File: config.mk
export PLATFORM = sky130hd
export DESIGN_NAME = vga_fill_sequencer
export DESIGN_NICKNAME = d
export VERILOG_FILES = /design/src/rtl/vga_fill_sequencer.sv
export SDC_FILE = /design/constraint.sdc
export NUM_CORES = 1
export LEC_CHECK = 0
export ABC_AREA = 0
export CAP_MARGIN = 20
export CORE_MARGIN = 5
export CORE_UTILIZATION = 45
export DETAILED_ROUTE_END_ITERATION = 7
export HOLD_SLACK_MARGIN = 0.12
export MAX_ROUTING_LAYER = met4
export PLACE_DENSITY = 0.66
export SYNTH_ARGS = -nofsm -noshare
export SYNTH_HDL_FRONTEND = slang
export SYNTH_SLANG_ARGS = --single-unit
File: constraint.sdc
create_clock -name clk -period 6.5 [get_ports clk]
set_input_delay 0.975 -clock clk [delete_from_list [all_inputs] [get_ports clk]]
set_output_delay 0.975 -clock clk [all_outputs]
set_load 0.02 [all_outputs]
File: src/rtl/vga_fill_sequencer.sv
// Rectangle fill sequencer arbitrating with a single-pixel writer into a frame buffer.
// Optional FILL_CLIP_EN suppresses fill pixels outside the 160x120 visible area.
module vga_fill_sequencer (
    input  logic        clk,
    input  logic        RESET,
    input  logic [7:0]  addr,
    input  logic [7:0]  data,
    input  logic        BUS_WE,
    input  logic [14:0] px_addr,
    input  logic        px_data,
    input  logic        px_we,
    output logic [14:0] fb_addr,
    output logic        fb_data,
    output logic        fb_we,
    output logic        busy,
    output logic        done
);

    typedef enum logic [1:0] {S_IDLE, S_FILL, S_DONE} state_t;

    state_t      r_state;
    logic [7:0]  r_x0, r_y0, r_w, r_h;
    logic [7:0]  r_wx0, r_ww, r_wh;
    logic [7:0]  r_col, r_row, r_x, r_y;
    logic        r_colour;
    logic [14:0] r_fb_addr;
    logic        r_fb_data, r_fb_we, r_busy, r_done;

    logic w_cmd, w_start, w_abort, w_vis;
    logic w_last_col, w_last_row, w_unused;

    assign w_cmd      = BUS_WE && (addr == 8'hB8);
    assign w_abort    = w_cmd && data[2];
    assign w_start    = w_cmd && data[1] && !data[2];
    assign w_last_col = (r_col == r_ww - 8'd1);
    assign w_last_row = (r_row == r_wh - 8'd1);
    assign w_unused   = ^{data[7:3], r_y[7]};

`ifdef FILL_CLIP_EN
    assign w_vis = (r_x < 8'd160) && (r_y < 8'd120);
`else
    assign w_vis = 1'b1;
`endif

    always_ff @(posedge clk) begin
        if (RESET) begin
            r_state   <= S_IDLE;
            r_x0      <= '0;
            r_y0      <= '0;
            r_w       <= '0;
            r_h       <= '0;
            r_wx0     <= '0;
            r_ww      <= '0;
            r_wh      <= '0;
            r_col     <= '0;
            r_row     <= '0;
            r_x       <= '0;
            r_y       <= '0;
            r_colour  <= 1'b0;
            r_fb_addr <= '0;
            r_fb_data <= 1'b0;
            r_fb_we   <= 1'b0;
            r_busy    <= 1'b0;
            r_done    <= 1'b0;
        end else begin
            r_fb_we <= 1'b0;
            r_done  <= 1'b0;
            if (BUS_WE) begin
                unique case (addr)
                    8'hB4:   r_x0 <= data;
                    8'hB5:   r_y0 <= data;
                    8'hB6:   r_w  <= data;
                    8'hB7:   r_h  <= data;
                    default: ;
                endcase
            end
            // The pixel writer always wins; the fill simply stalls that cycle.
            if (px_we) begin
                r_fb_addr <= px_addr;
                r_fb_data <= px_data;
                r_fb_we   <= 1'b1;
            end
            unique case (r_state)
                S_IDLE: begin
                    if (w_start) begin
                        r_colour <= data[0];
                        if (r_w != 8'd0 && r_h != 8'd0) begin
                            r_wx0   <= r_x0;
                            r_ww    <= r_w;
                            r_wh    <= r_h;
                            r_x     <= r_x0;
                            r_y     <= r_y0;
                            r_col   <= '0;
                            r_row   <= '0;
                            r_busy  <= 1'b1;
                            r_state <= S_FILL;
                        end else begin
                            r_state <= S_DONE;
                        end
                    end
                end
                S_FILL: begin
                    if (w_abort) begin
                        r_busy  <= 1'b0;
                        r_state <= S_IDLE;
                    end else if (!px_we) begin
                        r_fb_addr <= {r_y[6:0], r_x};
                        r_fb_data <= r_colour;
                        r_fb_we   <= w_vis;
                        if (w_last_col) begin
                            r_col <= '0;
                            r_x   <= r_wx0;
                            if (w_last_row) begin
                                r_busy  <= 1'b0;
                                r_state <= S_DONE;
                            end else begin
                                r_row <= r_row + 8'd1;
                                r_y   <= r_y + 8'd1;
                            end
                        end else begin
                            r_col <= r_col + 8'd1;
                            r_x   <= r_x + 8'd1;
                        end
                    end
                end
                S_DONE: begin
                    r_done  <= 1'b1;
                    r_state <= S_IDLE;
                end
                default: r_state <= S_IDLE;
            endcase
        end
    end

    assign fb_addr = r_fb_addr;
    assign fb_data = r_fb_data;
    assign fb_we   = r_fb_we;
    assign busy    = r_busy;
    assign done    = r_done;

endmodule
==> metrics.cfg <==
[status]
status = finished, final reports clean

[setup_path]
arrival_ns = 4.05
cp-end-kind = flop
startpoint_type = input port
path_class = in2reg
r2r_start = r_ww[0]$_SDFFE_PP0P_
crit_fanout = 33
cp_data_required_time_ns = 6.76
cp-startpoint = px_we
r2r_cells = 9

[hold_path]
hp-class = reg2reg
worstHoldStart = r_y0[1]$_SDFFE_PP0P_
holdPathStages = 2

[logic_synthesis]
async_flop_share = 0
synthCells = 604
synth_area_per_cell_sq_um = 8.56
synthAdderAreaFrac = 0.0145
yosysTopAreaCell = dfxtp_1
yosysSeqAreaShare = 0.418
synth_top_family_by_area = simple AND/OR/NAND/NOR gates
synth.net_count = 646
synth_top_area_frac = 0.418
synth-edff-count = 0
synth_flop_cell = dfxtp_1
synth.top_cells.by_area = dfxtp_1 42%, mux2i_1 13%, nor2_1 8.7%, a21oi_1 4.0%, nand2_1 3.0%
ys_ff_latch = 108
yosysWarnings = 0
synth-simple-area-share = 0.220
syn_area_sq_um = 5170
synth.distinct_cells = 50
synthMuxAreaShare = 0.134
synth_compound_area_frac = 0.128
synth_xor_area_frac = 0.0525

[sta]
min_period_ns = 3.78
skew_ns = 0.00596
finalSetupTns_ns = 0
worst_pin_slew_ns = 1.05
relSlewSlack = 0.300
setup_viol = 0
rsz0062_at_grt = no
hold_viol = 0
finalCritPeriodShare = 0.582
max_freq_ghz = 0.264
drv_slew = 0

[clocking]
clockBufferDepth = 2
holdBufCountCts = 0
clock-root-buffer = clkbuf_16
tritoncts.num_buffers = 9
cts_resized = 0
cts.sinks = 108
cts_tree = yes
clk_latency_ns = 0.34
path_clk_slew_ns = 0.07
postCtsSetupRepairBufs = 0
h-tree-depth = 3

[pwr]
p_leak_nw = 2.43
ir_worst_vdd_v = 0.000107
p_per_area_nw_per_um2 = 205
power_mw = 1.25

[cells_and_area]
final_util = 0.536
nNetsFinal = 683
layout_commonest_cell = nor2_1
area_growth_pct = 17.2
drive_above_1_share = 0.0481
diodes = 0
stdcell_area_sq_um = 6060
final_cell_mix = 119 x nor2_1, 108 x dfxtp_1, 69 x mux2i_1, 53 x clkdlybuf4s50_1, 42 x nand2_1
final_cells = 787

[place]
dp_cells = 772
port_buffers = 54
hpwlAfterDp_um = 8760
dpl-instance-area_sq_um = 5790
gp_congestion = 0.903

[floorplanning]
die_area_sq_um = 13700
io_pins = 55
die_height_um = 117
core-area_sq_um = 11300
chipWidth_um = 117
rows = 39
start_util = 0.457

[drt]
via_per_inst = 5.53
wl_per_cell_um = 15.9
vias = 4354
drc = 0
firstDrtPassIters = 4
wl_um = 12500
drt_iter0_markers = 225
ant_nets = 0

[grt]
grt_max_degree = 90
grt_use_total = 0.194
grt_pass1_vias = 4182
grt.overflow.total = 0
grt_antenna_before_repair = 0
grt_pass1_wl_um = 20600

[flow_run]
max_cap_violations = 0

## critical path: stages
cell	delay, ns
clkdlybuf4s50_1	0.94
inv_1	0.32
a21oi_1	0.12
o21ai_0	0.11
a21boi_1	0.38
nand3_2	0.40
or4_1	0.63
a21oi_1	0.17
## Yosys cell counts (2+ instances only)
cell      count
nor2_1      120
dfxtp_1     108
mux2i_1      69
nand2_1      42
a21oi_1      41
clkbuf_1     25
o21ai_0      21
nand3_1      18
xor2_1       16
xnor2_1      15
a31oi_1      11
o211ai_1     11
inv_1        10
nand4_1       9
buf_2         8
nor2b_1       8
nor3_1        8
ha_1          6
and3_1        5
or3_1         5
nor3b_1       4
nor4_1        4
a211o_1       3
and3b_1       3
a22o_1        2
a31o_2        2
and4b_1       2
nand3b_1      2
o31ai_1       2
o32ai_1       2
or2_2         2
or4_1         2
## through the flow
stage                     setup slack [ns]  hold WS [ns]
final                                 2.72         0.483
after global routing                  2.46         0.517
after CTS                             2.70         0.485
after detailed placement              2.33         0.476
after global placement                2.47         0.471
after floorplan                       3.77         0.458
## registers in the layout (all words and copies together), names as in the netlist, 2 cells and up
register  cells
r_y           7
r_h           8
r_ww          8
r_x           8
r_row         8
r_x0          8
r_y0          7
r_wx0         8
r_w           8
r_state       2
r_col         8
fb_addr      15
r_wh          8
## cells by family (layout without fill, tap and decap cells)
| group | after synthesis | after routing |
|---|---|---|
| adders and majority gates | 6 | 6 |
| DFF | 108 | 108 |
| and+or+nand+nor | 242 | 242 |
| xor gates and xnor gates | 31 | 31 |
| AOI/OAI and AO/OA | 105 | 105 |
| buffers and inverters | 43 | 83 |
| muxes | 69 | 69 |
## worst paths after layout
path                           endpoint  slack (ns)
setup / recovery  r_row[6]$_SDFFE_PP0P_        2.72
hold / removal      r_y[1]$_SDFFE_PP0P_        0.48
setup reg to reg      busy$_SDFFE_PP0P_        3.47
hold reg to reg     r_y[1]$_SDFFE_PP0P_        0.48
## power by group
part           total, mW  internal [mW]  switching [mW]
combinational     0.0750         0.0356          0.0394
clock              0.500          0.266           0.234
sequential         0.671          0.667         0.00329
total               1.25          0.969           0.276
## per-layer routing
layer,GRT usage,wire (um),part of all wire,vias up
met5,-,0,0,-
met4,0.0726,250,0.020,0
met3,0.0303,661,0.053,24
met2,0.296,5520,0.44,110
met1,0.260,6070,0.49,2039
li1,-,-,-,2181
## area by class of cell
cell class                      instances  area, sq um
Fill cell                            1042         5260
Clock buffer                           12          246
Clock inverter                          2         12.5
Multi-Input combinational cell        453         2850
Sequential cell                       108         2160
Tap cell                              143          179
Inverter                               10         37.5
Timing Repair Buffer                   59          581
(Power assumes the default switching activity.)
